### src/rtl/pipe_hazard_ctrl.sv
// pipe_hazard_ctrl: IF/ID front-end sequencer for the R2000 pipeline.
// Handles load-use, HI/LO interlock, taken branch (one delay slot), exceptions
// and instruction-memory wait states. It also owns the mult/div busy counter
// and a saturating stall-cycle counter.
// Ports:
//   clk, rst_n            clock and async active-low reset
//   i_id_*                register usage of the instruction in ID
//   i_ex_mem_read/i_ex_rt load in EX and its destination register
//   i_md_start_mult/div   mult/div issue from EX
//   i_br_taken, i_except  redirect requests
//   i_imem_ready          fetch returns a valid word this cycle
//   o_pc_en/o_pc_sel      PC load enable / source (00 +4, 01 branch, 10 vector)
//   o_ifid_en/o_ifid_flush, o_idex_flush   pipeline register controls
//   o_md_busy             HI/LO result pending
//   o_stall_cnt           saturating count of stalled RUN cycles
module pipe_hazard_ctrl #(
  parameter int unsigned MULT_CYCLES = 12,
  parameter int unsigned DIV_CYCLES  = 35,
  parameter int unsigned CNT_W       = 16
) (
  input  logic             clk,
  input  logic             rst_n,
  input  logic [4:0]       i_id_rs,
  input  logic [4:0]       i_id_rt,
  input  logic             i_id_uses_rs,
  input  logic             i_id_uses_rt,
  input  logic             i_id_reads_hilo,
  input  logic             i_id_md_op,
  input  logic             i_ex_mem_read,
  input  logic [4:0]       i_ex_rt,
  input  logic             i_md_start_mult,
  input  logic             i_md_start_div,
  input  logic             i_br_taken,
  input  logic             i_except,
  input  logic             i_imem_ready,
  output logic             o_pc_en,
  output logic [1:0]       o_pc_sel,
  output logic             o_ifid_en,
  output logic             o_ifid_flush,
  output logic             o_idex_flush,
  output logic             o_md_busy,
  output logic [CNT_W-1:0] o_stall_cnt
);

  localparam int unsigned MD_MAX = (DIV_CYCLES > MULT_CYCLES) ? DIV_CYCLES : MULT_CYCLES;
  localparam int unsigned MD_W   = $clog2(MD_MAX);

  localparam logic [1:0] PC_SEQ = 2'b00;
  localparam logic [1:0] PC_BR  = 2'b01;
  localparam logic [1:0] PC_EXC = 2'b10;

  typedef enum logic [1:0] {ST_RESET = 2'd0, ST_RUN = 2'd1, ST_EXC = 2'd2} state_t;

  state_t           r_state;
  state_t           w_next;
  logic [MD_W-1:0]  r_md_cnt;
  logic [CNT_W-1:0] r_stall_cnt;

  logic       w_md_busy;
  logic       w_load_use;
  logic       w_hilo_use;
  logic       w_pc_en;
  logic [1:0] w_pc_sel;
  logic       w_ifid_en;
  logic       w_ifid_flush;
  logic       w_idex_flush;

  assign w_md_busy  = (r_md_cnt != '0);
  // Register 0 never carries a loaded value, so it cannot create a hazard.
  assign w_load_use = i_ex_mem_read && (i_ex_rt != 5'd0) &&
                      ((i_id_uses_rs && (i_id_rs == i_ex_rt)) ||
                       (i_id_uses_rt && (i_id_rt == i_ex_rt)));
  assign w_hilo_use = w_md_busy && (i_id_reads_hilo || i_id_md_op);

  // Next-state and control decode; RESET values are the defaults.
  always_comb begin
    w_next       = r_state;
    w_pc_en      = 1'b0;
    w_pc_sel     = PC_SEQ;
    w_ifid_en    = 1'b0;
    w_ifid_flush = 1'b1;
    w_idex_flush = 1'b1;
    case (r_state)
      ST_RESET: w_next = ST_RUN;
      ST_RUN: begin
        w_pc_en      = 1'b1;
        w_ifid_en    = 1'b1;
        w_ifid_flush = 1'b0;
        w_idex_flush = 1'b0;
        if (i_except) begin
          w_pc_sel     = PC_EXC;
          w_ifid_flush = 1'b1;
          w_idex_flush = 1'b1;
          w_next       = ST_EXC;
        end else if (i_br_taken) begin
          // Delay slot in ID proceeds; the fetch behind it is squashed.
          w_pc_sel     = PC_BR;
          w_ifid_flush = 1'b1;
        end else if (w_load_use || w_hilo_use) begin
          w_pc_en      = 1'b0;
          w_ifid_en    = 1'b0;
          w_idex_flush = 1'b1;
        end else if (!i_imem_ready) begin
          // Fetch bubble: IF/ID takes a NOP while ID/EX drains.
          w_pc_en      = 1'b0;
          w_ifid_flush = 1'b1;
        end
      end
      ST_EXC: begin
        w_pc_en   = 1'b1;
        w_ifid_en = 1'b1;
        w_next    = ST_RUN;
        if (i_except) begin
          w_pc_sel = PC_EXC;
          w_next   = ST_EXC;
        end
      end
      default: w_next = ST_RESET;
    endcase
  end

  // State register.
  always_ff @(posedge clk or negedge rst_n) begin
    if (!rst_n) r_state <= ST_RESET;
    else        r_state <= w_next;
  end

  // HI/LO busy counter; an exception abandons the pending result.
  always_ff @(posedge clk or negedge rst_n) begin
    if (!rst_n) begin
      r_md_cnt <= '0;
    end else if (r_state == ST_RESET || i_except) begin
      r_md_cnt <= '0;
    end else if (i_md_start_div) begin
      r_md_cnt <= MD_W'(DIV_CYCLES - 1);
    end else if (i_md_start_mult) begin
      r_md_cnt <= MD_W'(MULT_CYCLES - 1);
    end else if (w_md_busy) begin
      r_md_cnt <= r_md_cnt - MD_W'(1);
    end
  end

  // Saturating count of RUN cycles in which the PC is held.
  always_ff @(posedge clk or negedge rst_n) begin
    if (!rst_n) begin
      r_stall_cnt <= '0;
    end else if (r_state == ST_RUN && !w_pc_en && r_stall_cnt != '1) begin
      r_stall_cnt <= r_stall_cnt + CNT_W'(1);
    end
  end

  assign o_pc_en      = w_pc_en;
  assign o_pc_sel     = w_pc_sel;
  assign o_ifid_en    = w_ifid_en;
  assign o_ifid_flush = w_ifid_flush;
  assign o_idex_flush = w_idex_flush;
  assign o_md_busy    = w_md_busy;
  assign o_stall_cnt  = r_stall_cnt;

endmodule

### config.mk
export PLATFORM = sky130hd
export DESIGN_NAME = pipe_hazard_ctrl
export DESIGN_NICKNAME = d
export VERILOG_FILES = /design/src/rtl/pipe_hazard_ctrl.sv
export SDC_FILE = /design/constraint.sdc
export NUM_CORES = 1
export LEC_CHECK = 0
export CORE_MARGIN = 2
export CORE_UTILIZATION = 35
export CTS_CLUSTER_DIAMETER = 150
export DETAILED_ROUTE_END_ITERATION = 10
export DONT_BUFFER_PORTS = 1
export PLACE_DENSITY_LB_ADDON = 0.08
export REMOVE_ABC_BUFFERS = 1
export SLEW_MARGIN = 20
export SYNTH_ARGS = -nofsm -noshare
export SYNTH_HDL_FRONTEND = slang
export SYNTH_SLANG_ARGS = --single-unit
### constraint.sdc
create_clock -name clk -period 2.6 [get_ports clk]
set_input_delay 0.26 -clock clk [delete_from_list [all_inputs] [get_ports clk]]
set_output_delay 0.26 -clock clk [all_outputs]
set_load 0.1 [all_outputs]
==> results of run 1 <==
[synth_stat cells (2+ instances only)]
| master | number | share of area [%] |
|---|---|---|
| and3_1 | 3 | 1.2 |
| a21oi_1 | 6 | 2.0 |
| and4_1 | 3 | 1.7 |
| xor2_1 | 15 | 8.6 |
| nand3_1 | 7 | 2.3 |
| nor2_1 | 3 | 0.74 |
| o21ai_0 | 3 | 0.98 |
| nor3_1 | 19 | 6.2 |
| inv_1 | 10 | 2.5 |
| ha_1 | 7 | 5.7 |
| xnor2_1 | 14 | 8.0 |
| nand4_1 | 7 | 2.9 |
| nor4_1 | 4 | 1.6 |
| o21a_1 | 3 | 1.5 |
| nand2_1 | 6 | 1.5 |
| nor3b_1 | 2 | 0.98 |
| clkbuf_1 | 3 | 0.74 |
| dfrtp_1 | 24 | 39 |
[metrics by stage]
step | hold WS (ns) | cell area [sq um]
global placement | -0.0348 | 1810
floorplan | -0.0356 | 1500
global route | 0.0517 | 1880
finish | 0.0595 | 1880
detailed placement | -0.0348 | 1810
CTS | 0.0527 | 1880
[kinds of logic after synthesis]
family,after synthesis
flops,24
simple gates,60
buf+inv,15
fa+ha+maj,7
compound gates,21
xor+xnor,29
mux,3
[power groups by stage]
stage / Sequential, mW / Combinational (mW) / Clock [mW]
4_1_cts: 0.504 / 1.55 / 0.227
3_3_place_gp: 0.505 / 1.52 / 0
5_1_grt: 0.513 / 1.65 / 0.238
3_5_place_dp: 0.511 / 1.53 / 0
2_1_floorplan: 0.803 / 0.862 / 0
6_report: 0.505 / 1.54 / 0.215
[worst max-delay path by stage]
stage | startpoint | endpoint | slack [ns] | depth (start not counted)
after floorplan | r_md_cnt[0] | o_idex_flush | -1.73 | 7
after global placement | r_state[0] | o_stall_cnt[15] | 0.53 | 7
after detailed placement | o_stall_cnt[4] | o_stall_cnt[1] | 0.45 | 6
after CTS | r_md_cnt[2] | o_ifid_flush | 0.28 | 6
after global routing | r_md_cnt[2] | o_ifid_flush | 0.21 | 6
final | r_md_cnt[2] | o_ifid_flush | 0.27 | 6
[sequential cells by signal, indices dropped and copies added, names as in the netlist]
register	cells
r_md_cnt	6
r_state	2
o_stall_cnt	16
[final cells by class]
type	count	area, sq um	area share (%)
Clock buffer	3	41.3	2.19
Inverter	10	37.5	1.99
Multi-Input combinational cell	120	872	46.3
Sequential cell	24	601	31.9
Tap cell	52	65.1	3.46
Timing Repair Buffer	26	265	14.1
[what timing repair did]
action	CTS	global route
hold buffers	2	0
setup buffers	0	0
endpoints found under the hold margin	24	0
[metal layers]
layer  part of all wire, %  vias up  global-route usage, %
met5                     0        -                      0
met4                   1.0        0                   4.49
met3                   6.9        4                   3.90
met2                    48       39                   25.4
met1                    45      595                   17.7
li1                      -      619                      -
[worst reg2reg max path, cell delays in order (launching register included)]
cell and delay [ns]:
dfrtp_1 0.35, and3_1 0.22, and4_1 0.28, nand4_1 0.22
o21ai_2 0.55, nor2_2 0.10, mux2_4 0.31
==> summary.md, run 1 <==
| Metric | Value |
|---|---|
| Status | `completed` |
| Pwr/cell area | `1200 nW/um^2` |
| Clock Latency Late Sink | `0.26 ns` |
| Sw Ratio | `55.5%` |
| Largest net degree at the start of global routing | `25` |
| Crit path DAT | `2.07 ns` |
| Worst Hold Class | `input pin to flip-flop` |
| Post-synthesis xor/xnor area fraction | `16.6%` |
| Initial Utilization | `35.6%` |
| IO Pins | `50` |
| Dominant synthesized flop cell | `dfrtp_1` |
| Antenna violations before repair | `0` |
| Fill count | `417` |
| Post-synth cell types | `38` |
| Slowest stage delay, CP | `0.42 ns` |
| Setup TNS | `0 ns` |
| Share of cells above drive strength 1 | `20.2%` |
| Sequence of cells on the critical path | `nor3_1, nand3b_1, o21a_1, a21o_2, o211ai_1, clkbuf_16` |
| Reg2reg start | `o_stall_cnt[4]` |
| Sequential Power Share | `22.3%` |
| Maximum vdd drop | `0.000740 V` |
| Finished Layout Cells | `235` |
| CP Launch Type | `flip-flop` |
| CP Capture Type | `output port` |
| Syn Inst Count | `159` |
| GRT overflow | `0` |
| R2R Setup Slk | `0.46 ns` |
| Vias in the first global route | `1315` |
| Core Area | `4290 sq um` |
| Cell count after placement | `230` |
| Final setup viols | `0` |
| Chip width | `70.1 um` |
| Die area | `4920 sq um` |
| Clock Skews | `0.00488 ns` |
| Slowest CP cell | `dfrtp_1` |
| Min-Delay Endpoint | `r_md_cnt[4]` |
| Min-Delay Startpoint | `i_md_start_mult` |
| DR pass1 iterations | `2` |
| Worst path bufs/invs | `1` |
| GPL Wtd Cong | `0.740` |
| Clock root buffer | `clkbuf_8` |
| Reg2reg end | `o_stall_cnt[1]` |
| Row Count | `24` |
| Post-Syn Area | `1530 sq um` |
| Via Count | `1257` |
| Crit path kind | `flip-flop to output port` |
| Largest fanout on the critical path | `4` |
| Clock share of power | `9.5%` |
| Yosys warns | `0` |
| Leakage power | `0.897 nW` |
| Antenna Nets Post-Route | `0` |
| NetSw | `1.25 mW` |
| Antenna Diode Count | `0` |
| Vias/cell | `5.35` |
| DRC Markers | `0` |
| MaxCap Viol Count | `0` |
| Fin crit period | `2.33 ns` |
| Pins Over Slew Limit | `0` |
| Die Ht | `70.1 um` |
| Clock Sinks | `24` |
| Hold Path Depth | `1` |
| Max transition margin | `60.1%` |
| Number of flops mapped to enable cells by yosys | `0` |
| Register area share after synthesis | `39.2%` |
| CTS tree | `done` |
| Total CTS buffers | `3` |
| Final hold violations | `0` |
| Commonest non-fill, non-tap cell in the layout | `dfrtp_1` |
| Post_cts resized | `0` |
| Simple-gate portion of the synthesized area | `21.7%` |
| Fin util | `43.8%` |
| Worst slew pin tran | `0.599 ns` |
| RSZ-0062 raised after global routing | `no` |
| Htree depth | `1` |
| FFs w/ async S/R, synth | `100%` |
| F_max | `430 MHz` |
| Critical Path RT | `2.34 ns` |
| Logic pwr share | `68.2%` |
| All-layer global routing usage | `14.6%` |
| IO Port Bufs | `0` |
| Synth Area in Adders | `5.72%` |
| First-pass GRT wire length | `5.87 mm` |
| Pwr Total | `2.26 mW` |
| Synthesized flop and latch total | `24` |
| Starting DRC count in detailed routing | `29` |
| Post-synthesis mux area share | `2.37%` |
| Reg2Reg Depth | `6` |
| Setup slack after layout | `0.272 ns` |
| DP Wirelength | `2.68 mm` |
| Pre-CTS setup slack | `0.445 ns` |
| Fin nets | `219` |
| Synth-to-layout area growth | `23.0%` |
| Routed Wire Length | `3.45 mm` |
| Syn avg cell area | `9.62 sq um` |
| Final Cycle Share | `89.5%` |
| Largest delay share family, worst path | `compound AO/OA/AOI/OAI gates` |
| Compound-cell area share of the yosys netlist | `10.1%` |
| CTS max path bufs | `2` |
| Commonest non-fill, non-tap cells in the layout | `dfrtp_1, buf_4, nor3_1, xor2_1, xnor2_1` |
| Main combinational cell family by area after synthesis | `simple AND/OR/NAND/NOR gates` |
| Power Internal | `1.01 mW` |
| Clk slew on worst S/H paths | `0.08 ns` |
| Drt wl/cell | `14.7 um` |
Note: power is estimated with default switching activity, not from simulation.
==> run 2, diff against run 1 <==
--- a/config.mk
+++ b/config.mk
@@ -10,9 +10,7 @@
 export CTS_CLUSTER_DIAMETER = 150
 export DETAILED_ROUTE_END_ITERATION = 10
 export DONT_BUFFER_PORTS = 1
-export PLACE_DENSITY_LB_ADDON = 0.08
 export REMOVE_ABC_BUFFERS = 1
-export SLEW_MARGIN = 20
 export SYNTH_ARGS = -nofsm -noshare
 export SYNTH_HDL_FRONTEND = slang
 export SYNTH_SLANG_ARGS = --single-unit
==> summary.md, run 2 (synthesized netlist as in run 1, its figures left out) <==
| Metric | Value |
|---|---|
| Largest delay share family, worst path | `simple AND/OR/NAND/NOR gates (was compound AO/OA/AOI/OAI gates)` |
| Via Count | `1270 (was 1257)` |
| CTS max path bufs | `2 (unchanged)` |
| RSZ-0062 raised after global routing | `no (unchanged)` |
| DRC Markers | `0 (unchanged)` |
| Commonest non-fill, non-tap cell in the layout | `dfrtp_1 (unchanged)` |
| Final Cycle Share | `87.8% (was 89.5%)` |
| Clk slew on worst S/H paths | `0.08 ns (about the same)` |
| Drt wl/cell | `15.1 um (was 14.7 um)` |
| Slowest CP cell | `dfrtp_1 (unchanged)` |
| Placed cell areas | `1810 sq um (unchanged)` |
| Share of cells above drive strength 1 | `20.2% (unchanged)` |
| Final setup viols | `0 (unchanged)` |
| Initial Utilization | `35.6% (unchanged)` |
| Die Ht | `70.1 um (unchanged)` |
| Critical Path RT | `2.34 ns (about the same)` |
| Clock Sinks | `24 (unchanged)` |
| Vias in the first global route | `1269 (was 1315)` |
| Fill count | `407 (was 417)` |
| Number of flip-flops in the largest register | `16 (unchanged)` |
| Final Cell Area | `1880 sq um (about the same)` |
| Crit path kind | `flip-flop to output port (unchanged)` |
| Core Area | `4290 sq um (unchanged)` |
| Status | `completed (unchanged)` |
| DP Wirelength | `2.80 mm (was 2.68 mm)` |
| Slowest stage delay, CP | `0.44 ns (was 0.42 ns)` |
| F_max | `438 MHz (was 430 MHz)` |
| MaxCap Viol Count | `0 (unchanged)` |
| First-pass GRT wire length | `5.93 mm (was 5.87 mm)` |
| Pins Over Slew Limit | `0 (unchanged)` |
| Fin crit period | `2.28 ns (was 2.33 ns)` |
| Starting DRC count in detailed routing | `86 (was 29)` |
| Antenna Nets Post-Route | `0 (unchanged)` |
| Clock root buffer | `clkbuf_8 (unchanged)` |
| Worst slew pin tran | `1.09 ns (was 0.599 ns)` |
| Maximum vdd drop | `0.000967 V (was 0.000740 V)` |
| Setup slack after layout | `0.317 ns (was 0.272 ns)` |
| Synth-to-layout area growth | `22.6% (was 23.0%)` |
| CTS tree | `done (unchanged)` |
| Pwr Total | `2.29 mW (was 2.26 mW)` |
| Vias/cell | `5.40 (was 5.35)` |
| Clock Latency Late Sink | `0.27 ns (was 0.26 ns)` |
| Largest net degree at the start of global routing | `25 (unchanged)` |
| GPL Wtd Cong | `0.837 (was 0.740)` |
| Crit path DAT | `2.02 ns (was 2.07 ns)` |
| Die area | `4920 sq um (unchanged)` |
| Largest fanout on the critical path | `10 (was 4)` |
| Antenna Diode Count | `0 (unchanged)` |
| Setup TNS | `0 ns (unchanged)` |
| Chip width | `70.1 um (unchanged)` |
| Worst path bufs/invs | `2 (was 1)` |
| Cell count after placement | `230 (unchanged)` |
| Fin util | `43.7% (was 43.8%)` |
| Fin nets | `218 (was 219)` |
| IO Pins | `50 (unchanged)` |
| Final hold violations | `0 (unchanged)` |
| IO Port Bufs | `0 (unchanged)` |
| Finished Layout Cells | `235 (unchanged)` |
| Pwr/cell area | `1220 nW/um^2 (was 1200 nW/um^2)` |
| All-layer global routing usage | `15.2% (was 14.6%)` |
| CP Launch Type | `flip-flop (unchanged)` |
| Multi-input gate area | `872 sq um (unchanged)` |
| Htree depth | `1 (unchanged)` |
| GRT overflow | `0 (unchanged)` |
| Worst Hold Class | `input pin to flip-flop (unchanged)` |
| Commonest non-fill, non-tap cells in the layout | `dfrtp_1, buf_4, nor3_1, xor2_1, xnor2_1 (unchanged)` |
| CP Capture Type | `output port (unchanged)` |
| Row Count | `24 (unchanged)` |
| Sequential cell area | `601 sq um (unchanged)` |
| Worst hold slack | `0.0567 ns (was 0.0595 ns)` |
| Routed Wire Length | `3.56 mm (was 3.45 mm)` |
| Leakage power | `0.895 nW (was 0.897 nW)` |
| Clock Skews | `0.00287 ns (was 0.00488 ns)` |
| Total CTS buffers | `3 (unchanged)` |
| DR pass1 iterations | `4 (was 2)` |
| Sequence of cells on the critical path | `inv_1, ha_1, nor2b_1, and3_1, buf_4 (was nor3_1, nand3b_1, o21a_1, a21o_2, o211ai_1, clkbuf_16)` |
| Pre-CTS setup slack | `0.442 ns (was 0.445 ns)` |
| Antenna violations before repair | `0 (unchanged)` |
| Max transition margin | `27.2% (was 60.1%)` |
[run 2: cell count changes in the layout (fill, tap and decap cells not counted)]
cell      delta
buf_12       -1
clkbuf_8     +1
[run 2: where the power goes]
group	switching (mW)	internal (mW)	total [mW]
clock network	0.115	0.135	0.250
registers	0.0571	0.447	0.504
logic	1.09	0.454	1.54
[run 2: path summary, 6_finish.rpt]
check	slack, ns	cells after the start	end	startpoint
worst max-delay path	0.32	5	o_pc_sel[0]	r_state[1]
worst min-delay path	0.06	1	r_md_cnt[1]	i_except
worst max register to register	0.41	6	o_stall_cnt[1]	o_stall_cnt[4]
worst min register to register	0.58	2	r_md_cnt[4]	r_md_cnt[4]
max in group asynchronous	1.31	1	r_md_cnt[0]	rst_n
min in group asynchronous	0.64	1	o_stall_cnt[14]	rst_n
[run 2: what timing repair did]
| item | in CTS | in global routing |
|---|---|---|
| hold endpoints to repair | 24 | 0 |
| resized for setup | 0 | 0 |
| setup buffers | 0 | 0 |
| hold buffers | 1 | 0 |
[run 2: worst reg2reg max path: stages, from the launching register on]
cell and delay (ns):
dfrtp_1 0.35, and3_1 0.22, and4_1 0.28, nand4_1 0.22, o21ai_2 0.57, nor2_2 0.11, mux2_4 0.33
[run 2: layer usage]
| metal | vias up | wire (um) | part of all wire [%] | GRT usage (%) |
|---|---|---|---|---|
| li1 | 615 | - | - | - |
| met1 | 610 | 1560 | 44 | 19.3 |
| met2 | 40 | 1750 | 49 | 24.8 |
| met3 | 5 | 220 | 6.2 | 5.19 |
| met4 | 0 | 34 | 0.96 | 3.85 |
| met5 | - | 0 | 0 | 0 |
[run 2: cell type report]
class	count	area share [%]
Clock buffer	4	2.94
Inverter	10	2.00
Multi-Input combinational cell	120	46.5
Sequential cell	24	32.0
Tap cell	52	3.47
Timing Repair Buffer	25	13.1
